`config.mk`:
```
export PLATFORM = sky130hd
export DESIGN_NAME = dds_param_ramp
export DESIGN_NICKNAME = d
export VERILOG_FILES = /design/src/rtl/dds_pkg.sv /design/src/rtl/ramp_axis.sv /design/src/rtl/dds_param_ramp.sv
export SDC_FILE = /design/constraint.sdc
export NUM_CORES = 1
export LEC_CHECK = 0
export ABC_AREA = 1
export CAP_MARGIN = 20
export CELL_PAD_IN_SITES_DETAIL_PLACEMENT = 0
export CELL_PAD_IN_SITES_GLOBAL_PLACEMENT = 1
export CORE_ASPECT_RATIO = 1.5
export CORE_MARGIN = 3
export CORE_UTILIZATION = 40
export CTS_CLUSTER_SIZE = 30
export DETAILED_ROUTE_END_ITERATION = 10
export HOLD_SLACK_MARGIN = 0.15
export PLACE_DENSITY_LB_ADDON = 0.15
export SLEW_MARGIN = 20
export SYNTH_ARGS = -nofsm -noshare
export SYNTH_HDL_FRONTEND = slang
export SYNTH_HIERARCHICAL = 1
export SYNTH_SLANG_ARGS = --single-unit
```
`constraint.sdc`:
```
create_clock -name clk_fpga -period 6.93 [get_ports clk_fpga]
set_clock_uncertainty 0.2 [all_clocks]
set_input_delay 1.386 -clock clk_fpga [delete_from_list [all_inputs] [get_ports clk_fpga]]
set_output_delay 1.386 -clock clk_fpga [all_outputs]
set_load 0.005 [all_outputs]
```
`src/rtl/dds_pkg.sv`:
```
// Shared definitions for the DDS parameter ramp block: default widths,
// the ramp controller state encoding and reset values.
package dds_pkg;

  // Default datapath widths.
  localparam int PINC_W_DEF = 32;
  localparam int AMPL_W_DEF = 12;
  localparam int DIV_W_DEF  = 16;

  // Ramp controller states: IDLE holds outputs, RAMP slews toward targets.
  typedef enum logic {
    IDLE = 1'b0,
    RAMP = 1'b1
  } ramp_state_e;

  // Reset values of the controller.
  localparam ramp_state_e RST_STATE = IDLE;
  localparam logic        RST_BUSY  = 1'b0;
  localparam logic        RST_DONE  = 1'b0;

endpackage

```
`src/rtl/ramp_axis.sv`:
```
// Single-axis clamp-stepper. Holds the current value plus the captured
// target and step. On step_en the value moves one step toward the target,
// landing exactly on it when the remaining distance is no larger than the
// step (or the step is zero). The value never overshoots and never wraps.
// at_target reports whether the value produced by this step equals target.
module ramp_axis #(
  parameter int W = 32
) (
  input  logic         clk,
  input  logic         rst,
  input  logic         load,
  input  logic         step_en,
  input  logic [W-1:0] target_in,
  input  logic [W-1:0] step_in,
  output logic [W-1:0] value,
  output logic         at_target
);

  logic [W-1:0]        cur_q;
  logic [W-1:0]        tgt_q;
  logic [W-1:0]        step_q;
  logic [W-1:0]        next_d;
  logic signed [W:0]   diff_s;
  logic [W:0]          mag;
  logic                close_enough;

  // Signed distance to target at W+1 bits, its magnitude, and the clamped next value.
  always_comb begin
    diff_s       = signed'({1'b0, tgt_q}) - signed'({1'b0, cur_q});
    mag          = diff_s[W] ? unsigned'(-diff_s) : unsigned'(diff_s);
    close_enough = (step_q == '0) || (mag <= {1'b0, step_q});
    next_d       = cur_q;
    if (close_enough) begin
      next_d = tgt_q;
    end else if (diff_s[W]) begin
      // |diff| > step, so subtracting cannot pass below the target.
      next_d = cur_q - step_q;
    end else begin
      // |diff| > step, so adding cannot pass above the target.
      next_d = cur_q + step_q;
    end
  end

  // Capture target/step on load; advance the current value on step events.
  always_ff @(posedge clk) begin
    if (rst) begin
      cur_q  <= '0;
      tgt_q  <= '0;
      step_q <= '0;
    end else if (load) begin
      // Retarget from wherever the output currently is; no jump.
      tgt_q  <= target_in;
      step_q <= step_in;
    end else if (step_en) begin
      cur_q  <= next_d;
    end
  end

  assign value     = cur_q;
  assign at_target = (next_d == tgt_q);

endmodule

```
`src/rtl/dds_param_ramp.sv`:
```
// DDS parameter ramp. Slews the phase increment (and, when the macro
// DDS_AMPL_RAMP_EN is defined, the amplitude) toward loaded targets in
// fixed steps paced by the DAC sample tick. Without DDS_AMPL_RAMP_EN the
// amplitude follows its target on the cycle after load and only the
// phase-increment axis governs busy/done.
//
// Handshake: load is a one-cycle strobe and always wins over a coincident
// sample_tick (that tick is dropped). busy is high from the cycle after load
// until the edge on which both axes land on target; done pulses for exactly
// that one cycle. There is no back-pressure.
//
// dbg_state / dbg_div_cnt expose the controller state and divider count.
module dds_param_ramp
  import dds_pkg::*;
#(
  parameter int PINC_W = PINC_W_DEF,
  parameter int AMPL_W = AMPL_W_DEF,
  parameter int DIV_W  = DIV_W_DEF
) (
  input  logic              clk_fpga,
  input  logic              rst,
  input  logic              sample_tick,
  input  logic              load,
  input  logic [PINC_W-1:0] pinc_target,
  input  logic [AMPL_W-1:0] ampl_target,
  input  logic [PINC_W-1:0] pinc_step,
  input  logic [AMPL_W-1:0] ampl_step,
  input  logic [DIV_W-1:0]  step_div,
  output logic [PINC_W-1:0] pinc,
  output logic [AMPL_W-1:0] ampl,
  output logic              busy,
  output logic              done,
  output logic              dbg_state,
  output logic [DIV_W-1:0]  dbg_div_cnt
);

  ramp_state_e      state_q;
  logic [DIV_W-1:0] div_cnt_q;
  logic [DIV_W-1:0] step_div_q;
  logic             busy_q;
  logic             done_q;

  logic             tick_ok;
  logic             step_evt;
  logic             pinc_at;
  logic             ampl_at;
  logic             all_at;

  // A tick counts only in RAMP and only when no load is competing with it.
  always_comb begin
    tick_ok  = (state_q == RAMP) && sample_tick && !load;
    step_evt = tick_ok && (div_cnt_q == step_div_q);
    all_at   = pinc_at && ampl_at;
  end

  ramp_axis #(.W(PINC_W)) u_pinc_axis (
    .clk       (clk_fpga),
    .rst       (rst),
    .load      (load),
    .step_en   (step_evt),
    .target_in (pinc_target),
    .step_in   (pinc_step),
    .value     (pinc),
    .at_target (pinc_at)
  );

`ifdef DDS_AMPL_RAMP_EN
  ramp_axis #(.W(AMPL_W)) u_ampl_axis (
    .clk       (clk_fpga),
    .rst       (rst),
    .load      (load),
    .step_en   (step_evt),
    .target_in (ampl_target),
    .step_in   (ampl_step),
    .value     (ampl),
    .at_target (ampl_at)
  );
`else
  logic [AMPL_W-1:0] ampl_q;
  logic              ampl_step_unused;

  // Amplitude jumps straight to its target the cycle after load.
  always_ff @(posedge clk_fpga) begin
    if (rst) begin
      ampl_q <= '0;
    end else if (load) begin
      ampl_q <= ampl_target;
    end
  end

  assign ampl             = ampl_q;
  assign ampl_at          = 1'b1;
  // The amplitude step has no effect when the amplitude axis is absent.
  assign ampl_step_unused = ^ampl_step;
`endif

  // Controller FSM: divider pacing, busy/done generation, retarget handling.
  always_ff @(posedge clk_fpga) begin
    if (rst) begin
      state_q    <= RST_STATE;
      div_cnt_q  <= '0;
      step_div_q <= '0;
      busy_q     <= RST_BUSY;
      done_q     <= RST_DONE;
    end else begin
      done_q <= 1'b0;
      if (load) begin
        step_div_q <= step_div;
        div_cnt_q  <= '0;
        state_q    <= RAMP;
        busy_q     <= 1'b1;
      end else if (tick_ok) begin
        if (div_cnt_q == step_div_q) begin
          div_cnt_q <= '0;
          if (all_at) begin
            state_q <= IDLE;
            busy_q  <= 1'b0;
            done_q  <= 1'b1;
          end
        end else begin
          div_cnt_q <= div_cnt_q + 1'b1;
        end
      end
    end
  end

  assign busy        = busy_q;
  assign done        = done_q;
  assign dbg_state   = state_q;
  assign dbg_div_cnt = div_cnt_q;

endmodule

```
* Word-level counts from Yosys, hierarchy flattened *
Index checks and enable logic that the tools add are counted.

word-level totals
  input port bits = 108
  bits in registers = 142
  output and inout port bits = 63
  logic and storage cells = 41

cells by class
  magnitude comparators = 1
  mux-type cells = 9
  equal/unequal tests = 2
  bitwise operators = 3
  $add $sub $neg = 5
  reductions and logical operators = 13

operators by type and width
  cell                                                              number
  32-bit 2-to-1 mux                                                 2
  33-bit by 32-bit less-or-equal comparator with 1-bit output       1
  33-bit 2-to-1 mux                                                 1
  33-bit negator                                                    1
  32-bit by 32-bit subtractor with 33-bit output                    1
  32-bit adder                                                      1
  32-bit equality test                                              1
  32-bit zero test                                                  1
  32-bit subtractor                                                 1
  16-bit by 1-bit adder with 16-bit output (second input constant)  1
  16-bit equality test                                              1
  16-bit 2-to-1 mux                                                 1
  2-bit nonzero test                                                3
  1-bit 2-to-1 mux                                                  5
  4-bit OR reduction                                                1
  1-bit logical AND                                                 3
  1-bit inverter                                                    3
  3-bit AND reduction                                               1
  2-bit AND reduction                                               1
  2-bit OR reduction                                                1
  1-bit zero test                                                   1
  1-bit logical OR                                                  1

* Depth between registers and ports, before layout *
Gate-level depths: netlist of the first run.

  depth after elaboration = 11
  gate-level depth with buffers = 48
  mapped depth without buffers = 47

* Modules after synthesis *
Netlist of the first run, hierarchy kept.

by module, submodules not included
  module          cells each  times used  area each (um^2)  sequential area each (um^2)
  ramp_axis       1872        1           11069.4           1921.8
  dds_param_ramp  308         1           2139.6            920.9

* Least setup slack after synthesis of the first run *
OpenSTA, ideal clock, no wires.

  kind = register to register
  start point = register u_pinc_axis.tgt_q[0]
  end point = register busy_q, in the netlist busy
  path buffers = 1
  slack = 1.919 ns
  cell stages (with the launch flop) = 45
  clock period less this slack = 5.011 ns
  arrival = 4.682 ns
  library setup time = 0.129 ns
  cells stage by stage = dfxtp_1 -> inv_1 -> ha_1 -> fa_1 -> inv_1 -> nand3_1 -> nand2_2 -> nand2_1 -> nand2_2 -> nand3_2 -> nor3_2 -> nand2_1 -> nor3_2 -> nand2_1 -> or2_1 -> or2_4 -> nor2_1 -> a21oi_1 -> (+9 left out) -> nand2_1 -> nand2_1 -> nand2_1 -> nand2_1 -> nand2_2 -> buf_2 -> nand4_1 -> nand2_1 -> nor2_1 -> nand2_1 -> nor2_1 -> nand2_1 -> nor2_1 -> nand2_1 -> inv_1 -> nand3_1 -> nand2_1 -> a21oi_1

between the ends
  cells in the longest elaborated chain, start to end = 9
  elaborated cells on any way between the ends = 10
  those cells by class = add/sub: 2; order compare: 1; eq/ne: 1; mux: 3; reduce/logical: 3

RTL lines
  element                                                      RTL line               text
  from (decl)                                                  ramp_axis.sv:20        logic [W-1:0] tgt_q;
  from (signal assigned)                                       ramp_axis.sv:52        tgt_q <= target_in;
  32-bit by 32-bit subtractor with 33-bit output               ramp_axis.sv:29        diff_s = signed'({1'b0, tgt_q}) - signed'({1'b0, cur_q});
  33-bit negator                                               ramp_axis.sv:30        mag = diff_s[W] ? unsigned'(-diff_s) : unsigned'(diff_s);
  33-bit 2-to-1 mux                                            ramp_axis.sv:30
  33-bit by 32-bit less-or-equal comparator with 1-bit output  ramp_axis.sv:31        close_enough = (step_q == '0) || (mag <= {1'b0, step_q});
  1-bit logical OR                                             ramp_axis.sv:31
  32-bit 2-to-1 mux                                            ramp_axis.sv:33        if (close_enough) begin
  32-bit equality test (*)                                     ramp_axis.sv:60        assign at_target = (next_d == tgt_q);
  net all_at                                                   dds_param_ramp.sv:47   logic all_at;
  2-bit nonzero test (no line) (*)                             n/a
  3-bit AND reduction (no line) (*)                            n/a
  to (signal assigned)                                         dds_param_ramp.sv:103  busy_q <= RST_BUSY;
  to (signal assigned)                                         dds_param_ramp.sv:111  busy_q <= 1'b1;
  to (signal assigned)                                         dds_param_ramp.sv:117  busy_q <= 1'b0;
  to (decl)                                                    dds_param_ramp.sv:40   logic busy_q;

Mark *: on every way through the listed nets, which the timed path passes. The rest lies on a longest branch.
A chain may end at the register's enable or synchronous reset.

* Worst setup path after layout of the first run *
  start point = register u_pinc_axis.cur_q[23], in the netlist u_pinc_axis/value[23]
  end point = register busy_q, in the netlist busy

between the ends
  cells in the longest elaborated chain, start to end = 9
  elaborated cells on any way between the ends = 12
  those cells by class = add/sub: 4; order compare: 1; eq/ne: 1; mux: 3; reduce/logical: 3

RTL lines
  element                                                      RTL line              text
  from (decl)                                                  ramp_axis.sv:19       logic [W-1:0] cur_q;
  from (signal assigned)                                       ramp_axis.sv:55       cur_q <= next_d;
  32-bit by 32-bit subtractor with 33-bit output               ramp_axis.sv:29
  33-bit negator                                               ramp_axis.sv:30
  33-bit 2-to-1 mux                                            ramp_axis.sv:30
  33-bit by 32-bit less-or-equal comparator with 1-bit output  ramp_axis.sv:31
  1-bit logical OR                                             ramp_axis.sv:31
  32-bit 2-to-1 mux (*)                                        ramp_axis.sv:33
  32-bit equality test (*)                                     ramp_axis.sv:60
  net all_at                                                   dds_param_ramp.sv:47
  2-bit nonzero test (no line) (*)                             n/a
  3-bit AND reduction (no line) (*)                            n/a

Marked as above.

==> reports/qor.yml, run 1 <==
cts_buffer_depth: 2
synth.area.top_cells: "dfxtp_1 22%, nand2_1 15%, inv_1 9.6%"
hold_viol: 0
antenna_cells: 0
p_comb_share_pct: 48.9
power.switching_mw: 1.628
drt_iter0_drc: 856
insertion_delay_ps: 450
hpwl_mm: 40.94
num-nets-final: 2515
synth_cell_types: 51
synth.largest_area_cell: "dfxtp_1"
gp_congestion: 0.9490
grt_max_degree: 76
synth_top_area_share_pct: 21.52
ys_ff_latch: 142
synth_async_sr_flop_share_pct: 0
ir_worst_vdd_uv: 155.2
ant_nets: 0
htree_levels: 4
tritoncts: "done"
syn_area_mm2: 0.01321
clk_pin_slew_worst_paths_ps: 70
final_layout_size_suffix_gt1_share_pct: 5.086
start_kind: "flip-flop"
path_common_cell: "nand2_1"
fill_cells: 3451
cts_buffers: 17
hold_class: "flip-flop to flip-flop"
initial_core_util_pct: 40.98
intPower_mw: 1.961
die_h_um: 228.6
rrSetupSlack_ps: 560
path_class: "flip-flop to flip-flop"
viasPerCell: 5.189
tightest_slew_ps: 851.1
dieArea_mm2: 0.03528
drv_cap: 0
areaGrowthSynthToFinish_pct: 18.95
synth_flop_cell: "dfxtp_1"
clock_sinks: 142
post_cts.repair.setup_buffers: 0
core.rowCount: 80
layout_common_cells: "518 x nand2_1, 335 x inv_1, 226 x nor2_1"
tns_ps: 0
critical_path.n_buffers_inverters: 4
grt_usage_pct: 27.87
fmax_ghz: 0.1569
grt_pass1_vias: 13570
fp.coreArea_mm2: 0.03223
dieWidth_um: 154.4
worstPathMaxFanout: 24
ys_warn_count: 6
via_count: 14170
avgRoutedWirePerCell_um: 18.20
status: "completed"
slew_violations: 0
crit_family: "simple AND/OR/NAND/NOR gates"
cellLeakagePower_nw: 7.658
wl_mm: 49.69
power_density_mw_per_mm2: 228.5
port_buffers: 158
slowest_stage: "dfxtp_1"
syn_inst: 2180
ys_seq_area_share_pct: 21.52
setup_violations: 0
final_common_cell: "nand2_1"
syn_nets: 2388
slew_headroom_pct: 43.20
min_period_ps: 6372
p_seq_share_pct: 24.8
critical_path.max_stage_delay_ps: 460
cp.required_ps: 7050
overflow: 0
rsz0062_at_grt: "false"
antenna_found_initial: 0
crit_arrival_ps: 6490
cts_root_buf: "clkbuf_16"
synth-edff-count: 0
cp-end-kind: "flip-flop"
fin_util_pct: 48.75
dr.pass1.iters: 5
synth.avg_cell_area_um2: 6.059
min_period_over_period_pct: 91.94
num_io_pins: 171
grt_first_pass_wirelength_mm: 76.43
clkPwrFrac_pct: 26.4
drc_errors: 0
switching_share_pct: 45.37
[Yosys cell counts (4+ instances only)]
cell type / instances
nor3_1: 19
buf_2: 9
dfxtp_1: 142
nor4_1: 6
xnor2_1: 19
a21oi_1: 181
nor2_1: 227
nand2_2: 11
o21bai_1: 12
nor3_2: 5
nor2_2: 16
o21ai_1: 31
ha_1: 98
o21ai_0: 175
a21boi_0: 7
a31oi_1: 7
buf_6: 4
nand4_1: 86
xor2_1: 76
a21o_1: 11
inv_1: 337
inv_2: 15
clkbuf_1: 48
nand3b_1: 8
nand2_1: 518
nand3_1: 71
[timing repair]
action	CTS	global route
endpoints found under the setup margin	0	1
gates resized for setup	0	2
hold buffers	0	0
hold endpoints to repair	0	0
[kinds of logic after synthesis]
kind of cell / count (synthesis) / synth area share, %
simple gates: 986 / 32.48
compound gates: 438 / 17.68
buf+inv: 419 / 12.44
flops: 142 / 21.52
fa+ha+maj: 100 / 9.586
xor+xnor: 95 / 6.299
[sequential cells by signal (all words and copies together), names as in the netlist]
name / count
done: 1
u_pinc_axis/step_q: 32
dbg_div_cnt: 16
step_div_q: 16
u_pinc_axis/value: 32
u_pinc_axis/tgt_q: 32
ampl: 12
busy: 1
[power groups by stage]
stage                     clock network [mW]  registers, mW  logic, mW
after floorplan                            0          0.895       1.28
after global placement                     0          0.907       1.72
after detailed placement                   0          0.908       1.74
after CTS                              0.965          0.889       1.75
after global routing                   0.994          0.893       1.98
final                                  0.947          0.889       1.75
[worst min-delay path: stages (launching register included)]
cell and delay, ps:
dfxtp_1 310, inv_1 60, a21oi_1 60
[final cells by class]
type                    instances  area (um2)  area share [%]
flip-flops and latches        142        2843           18.09
repair buffers                174        1727           10.99
multi-input cells            1619        8726           55.53
inverters                     353        1328           8.449
clock buffers                  17       425.4           2.707
clock inverters                15       151.4          0.9635
well taps                     410       513.0           3.265
[metrics by stage]
| step | instances | power [mW] | setup slack (ps) | instance area (um2) | hold WS [ps] |
|---|---|---|---|---|---|
| after detailed placement | 2698 | 2.652 | 566.2 | 15130 | 265.9 |
| after floorplan | 2180 | 2.172 | 1919 | 13210 | 248.0 |
| after global routing | 2730 | 3.862 | 32.57 | 15710 | 293.5 |
| after CTS | 2730 | 3.608 | 511.7 | 15710 | 278.0 |
| after global placement | 2698 | 2.625 | 620.9 | 15130 | 259.9 |
| final | 2730 | 3.590 | 558.4 | 15710 | 275.5 |
[per-layer routing]
layer	part of all wire [%]	vias to the layer above	global-route usage, %
li1	-	7320	-
met1	37	6432	28.86
met2	55	351	55.34
met3	3.9	62	3.239
met4	4.3	0	11.43
met5	0	-	0
[path summary, 6_finish.rpt]
| check | startpoint | to | cells past startpoint |
|---|---|---|---|
| hold reg to reg | step_div_q[0]$_SDFFE_PP0P_ | step_div_q[0]$_SDFFE_PP0P_ | 2 |
| hold / removal | step_div_q[0]$_SDFFE_PP0P_ | step_div_q[0]$_SDFFE_PP0P_ | 2 |
| setup / recovery | u_pinc_axis/value[23]$_SDFFE_PP0P_ | busy$_SDFFE_PP0P_ | 31 |
| setup reg to reg | u_pinc_axis/value[23]$_SDFFE_PP0P_ | busy$_SDFFE_PP0P_ | 31 |
(Power assumes the default switching activity.)
==> run 2: changes to the inputs <==
- CTS_CLUSTER_SIZE: 30 -> unset
==> results of run 2 <==
Same layout as run 1: the final DEF is identical, and so are final timing and power.
==> edit 1 (flow settings as in run 1) <==
Build with the macro `DDS_AMPL_RAMP_EN` defined.
--- a/src/rtl/dds_param_ramp.sv
+++ b/src/rtl/dds_param_ramp.sv
@@ -11,4 +11,6 @@
 //
 // dbg_state / dbg_div_cnt expose the controller state and divider count.
+`define DDS_AMPL_RAMP_EN
+
 module dds_param_ramp
   import dds_pkg::*;
Function: changed (Yosys sat finds a counterexample within 4 cycles, from zero or initial values and one cycle with rst high).
==> edit 1 against run 1 <==
Setup slack better by 0.010 ns. Critical path depth up 17. Sequential share of layout area down 1.0 points. Routed wire length up 23%. Count of clock-buffer cells in the layout up 4. Final area up 24%. Sequential cell count up 24. Area after synthesis up 26%. Synthesized cell count up 24%. First-iteration DRC count up 16%. Power up 22%. Critical path type unchanged. Critical endpoint unchanged.
==> edit 1: results (changes against run 1) <==
[status]
status=finished clean

[finish]
final-clk-cell-share_pct=2.95  ; -0.72 points
drive_gt1_share_pct=6.34  ; +1.2 points
fin_util_pct=48.0  ; -0.80 points
nonClockBufferCount=197  ; +13%
nNetsFinal=3091  ; +23%
fillCellCount=4383  ; +27%

[die]
fp-row-count=90  ; +13%

[place]
portBuffers=170  ; +7.6%
dpl.cell_count=3372  ; +25%
pre_cts_ws_ns=0.0174  ; -0.549 ns
dpl-instance-area_um2=18800  ; +24%

[yosys]
synth_area_leaders=dfxtp_1 20%, nand2_1 14%, inv_1 10%
synthXorXnorAreaFrac_pct=7.01  ; +0.71 points
synth_compound_area_share_pct=17.2  ; -0.46 points
synth.yosys.seq_area_share_pct=20.0  ; -1.6 points
ys_types=54  ; +5.9%
yosys-top-cells-count=638 x nand2_1, 462 x inv_1, 222 x a21oi_1
netlist_instances=2706  ; +24%

[setup_path]
worstPathMaxFanout=29  ; +21%
slowest_stage=fa_1
cpPeakStageDelay_ns=0.40  ; -0.06 ns
r2r_cells=48  ; +55%
cp.arrival_ns=6.50  ; about the same

[pwr]
peakVddDrop_uv=171  ; +10%
leakage_nw=9.52  ; +24%

[route]
viasPerCell=5.16  ; -0.52%
totalWireLength_um=61100  ; +23%
drtIter0Drc=994  ; +16%

[grt]
grt_pass1_wl_um=94400  ; +24%
grt_pass1_vias=17165  ; +26%
grt_max_degree=81  ; +6.6%

[hold_path]
min_to=step_div_q[9]$_SDFFE_PP0P_

[sta]
hold_ws_ns=0.279  ; +0.00381 ns
tightest_slew_ns=0.964  ; +0.113 ns

[clock_tree]
cts.sinks=166  ; +17%

## edit 1: metal layers
layer | share of wire (%) | wire length (um) | GRT usage [%]
met1 | 40 | 24700 | 30.5
met2 | 52 | 32000 | 51.0
met3 | 3.6 | 2170 | 3.43
met4 | 3.8 | 2330 | 10.6
met5 | 0 | 0 | 0
## edit 1: what timing repair did
item / CTS / global route
gates cloned: 0 / 1
resized for setup: 1 / 19
pin swaps: 0 / 6
setup buffers: 0 / 4
setup endpoints to repair: 1 / 2
hold buffers: 0 / 0
## edit 1: report_power, final
part | total (mW) | switching, mW | internal [mW]
Combinational | 2.36 | 1.57 | 0.793
Clock | 0.981 | 0.460 | 0.522
Sequential | 1.04 | 0.0399 | 0.997
## edit 1: worst register-to-register path, delay by kind of cell (launching register included)
kind | cells | cell delay, ns
buffers and inverters | 6 | 0.64
AO/OA/AOI/OAI | 2 | 0.38
adder cells (fa/ha/maj) | 3 | 0.90
AND/OR/NAND/NOR | 36 | 3.55
XOR/XNOR | 1 | 0.23
flip-flops | 1 | 0.33
==> edit 2 (settings of run 1) <==
Without the edit above. Register the inputs `sample_tick`, `pinc_target`, `pinc_step` and `step_div` before use, with the module's reset. The logic sees them one clock later. The other inputs are not delayed to match. Comments in the files are not updated.
--- a/src/rtl/dds_param_ramp.sv
+++ b/src/rtl/dds_param_ramp.sv
@@ -35,4 +35,23 @@
 );
 
+  logic sample_tick_q;
+  logic [PINC_W-1:0] pinc_target_q;
+  logic [PINC_W-1:0] pinc_step_q;
+  logic [DIV_W-1:0] step_div_r;
+
+  always_ff @(posedge clk_fpga) begin
+    if (rst) begin
+      sample_tick_q <= '0;
+      pinc_target_q <= '0;
+      pinc_step_q   <= '0;
+      step_div_r    <= '0;
+    end else begin
+      sample_tick_q <= sample_tick;
+      pinc_target_q <= pinc_target;
+      pinc_step_q   <= pinc_step;
+      step_div_r    <= step_div;
+    end
+  end
+
   ramp_state_e      state_q;
   logic [DIV_W-1:0] div_cnt_q;
@@ -49,5 +68,5 @@
   // A tick counts only in RAMP and only when no load is competing with it.
   always_comb begin
-    tick_ok  = (state_q == RAMP) && sample_tick && !load;
+    tick_ok  = (state_q == RAMP) && sample_tick_q && !load;
     step_evt = tick_ok && (div_cnt_q == step_div_q);
     all_at   = pinc_at && ampl_at;
@@ -59,6 +78,6 @@
     .load      (load),
     .step_en   (step_evt),
-    .target_in (pinc_target),
-    .step_in   (pinc_step),
+    .target_in (pinc_target_q),
+    .step_in   (pinc_step_q),
     .value     (pinc),
     .at_target (pinc_at)
@@ -106,5 +125,5 @@
       done_q <= 1'b0;
       if (load) begin
-        step_div_q <= step_div;
+        step_div_q <= step_div_r;
         div_cnt_q  <= '0;
         state_q    <= RAMP;
Behaviour: not the same (a bounded check fails within 4 cycles, from zero or initial values and one cycle with rst high).
==> edit 2 against run 1 <==
Final area increased by 16%. Count of clock-buffer cells in the layout increased by 15. Critical path type unchanged. Cell count grew 12%. Via count increased by 7.9%. Power is 26% higher. Setup slack got worse by 0.053 ns. Area after synthesis rose by 17%. Sequential cell count grew 81. Routed wire length fell by 0.51%.
==> edit 2: results (changes against run 1) <==
[status]
status=finished clean

[place]
pre_cts_ws_ns=0.228  ; -0.339 ns
dpl-instance-area_um2=17500  ; +16%
dp_hpwl_um=40100  ; -2.0%
place.gp.congestion=0.913  ; -3.8%

[setup_path]
r2r_cells=37  ; +19%
worstPathMaxFanout=16  ; -33%
reg2reg_from=u_pinc_axis/tgt_q[0]$_SDFFE_PP0P_
slowest_stage=fa_1
cpPeakStageDelay_ns=0.41  ; -0.05 ns

[yosys]
synth_nets=2632  ; +10%
ys_types=50  ; -2.0%
synth_area_leaders=dfxtp_1 29%, nand2_1 13%, inv_1 10%
synth.yosys.seq_area_share_pct=28.9  ; +7.4 points
yosys-top-cells-count=524 x nand2_1, 421 x inv_1, 297 x nor2_1

[route]
drtIter0Drc=969  ; +13%
vias=15291  ; +7.9%

[hold_path]
hp-start=step_div_r[12]$_SDFF_PP0_

[sta]
period_needed_ns=6.43  ; +0.0534 ns

[pwr]
leakage_nw=9.01  ; +18%
netSwitchingFraction_pct=40.0  ; -5.4 points
p_clk_share_pct=27.4  ; +1.0 points

[finish]
multi_input_area_um2=9010  ; +3.3%
clkbuf_count=32  ; +15
buf_share_pct=9.76  ; -1.2 points
nNetsFinal=2765  ; +9.9%
regArea_um2=4460  ; +57%
drive_gt1_share_pct=4.97  ; -0.11 points
inverters=436  ; +24%
multiInputCombCellCount=1691  ; +4.4%
fillCellCount=4005  ; +16%

[clock_tree]
htree_levels=1  ; -3
cts_max_path_buffers=3  ; +1
clock_latency_ns=0.53  ; +0.08 ns
cts_buffers=23  ; +6

[grt]
antenna_found_initial=1  ; +1
grt_max_degree=79  ; +3.9%
grt_usage_pct=23.7  ; -4.2 points
grt_pass1_wl_um=77900  ; +1.9%

[die]
taps=489  ; +19%

==> edit 2: changes by cell type after synthesis, moves of 2 or more <==
cell | before | now
clkbuf_1 | 48 | 57
nand3_1 | 71 | 69
nor2_1 | 227 | 297
nand2_1 | 518 | 524
inv_1 | 337 | 421
dfxtp_1 | 142 | 223
xor2_1 | 76 | 78
a21oi_1 | 181 | 185
nand2_2 | 11 | 13
nor2_2 | 16 | 11
o21ai_0 | 175 | 172
==> edit 2: layer usage <==
| metal | vias to the layer above | routed length [um] | global-route usage (%) |
|---|---|---|---|
| met5 | - | 13 | 0 |
| met4 | 2 | 2490 | 10.2 |
| met3 | 80 | 2140 | 3.52 |
| met2 | 328 | 25500 | 45.5 |
| met1 | 6924 | 19300 | 25.7 |
| li1 | 7957 | - | - |
==> edit 2: cells by family (layout without fill, tap and decap cells) <==
kind of cell	count (synthesis)	after routing	share of synthesized area, %
compound gates	438	438	15.1
xor+xnor	96	96	5.45
fa+ha+maj	100	100	8.21
buf+inv	510	659	12.8
flops	223	223	28.9
simple gates	1057	1057	29.5
==> edit 2: repair_timing <==
action,4_1_cts,5_1_grt
buffers inserted,0,1
gates resized for setup,0,6
setup endpoints to repair,0,2
==> edit 2: tightest hold or removal path: stages (launching register included) <==
cell and delay (ns):
dfxtp_1 0.31, nor2_1 0.04, nor2_1 0.08
==> edit 2: metrics by stage <==
stage | cells | total power, mW | hold WS (ns) | utilization, %
after CTS | 3061 | 4.57 | 0.271 | 48.1
after floorplan | 2424 | 2.78 | 0.231 | -
after global placement | 3020 | 3.27 | 0.237 | 46.1
after global routing | 3062 | 4.86 | 0.297 | 48.2
after detailed placement | 3020 | 3.31 | 0.250 | 46.1
final | 3062 | 4.51 | 0.261 | 48.2
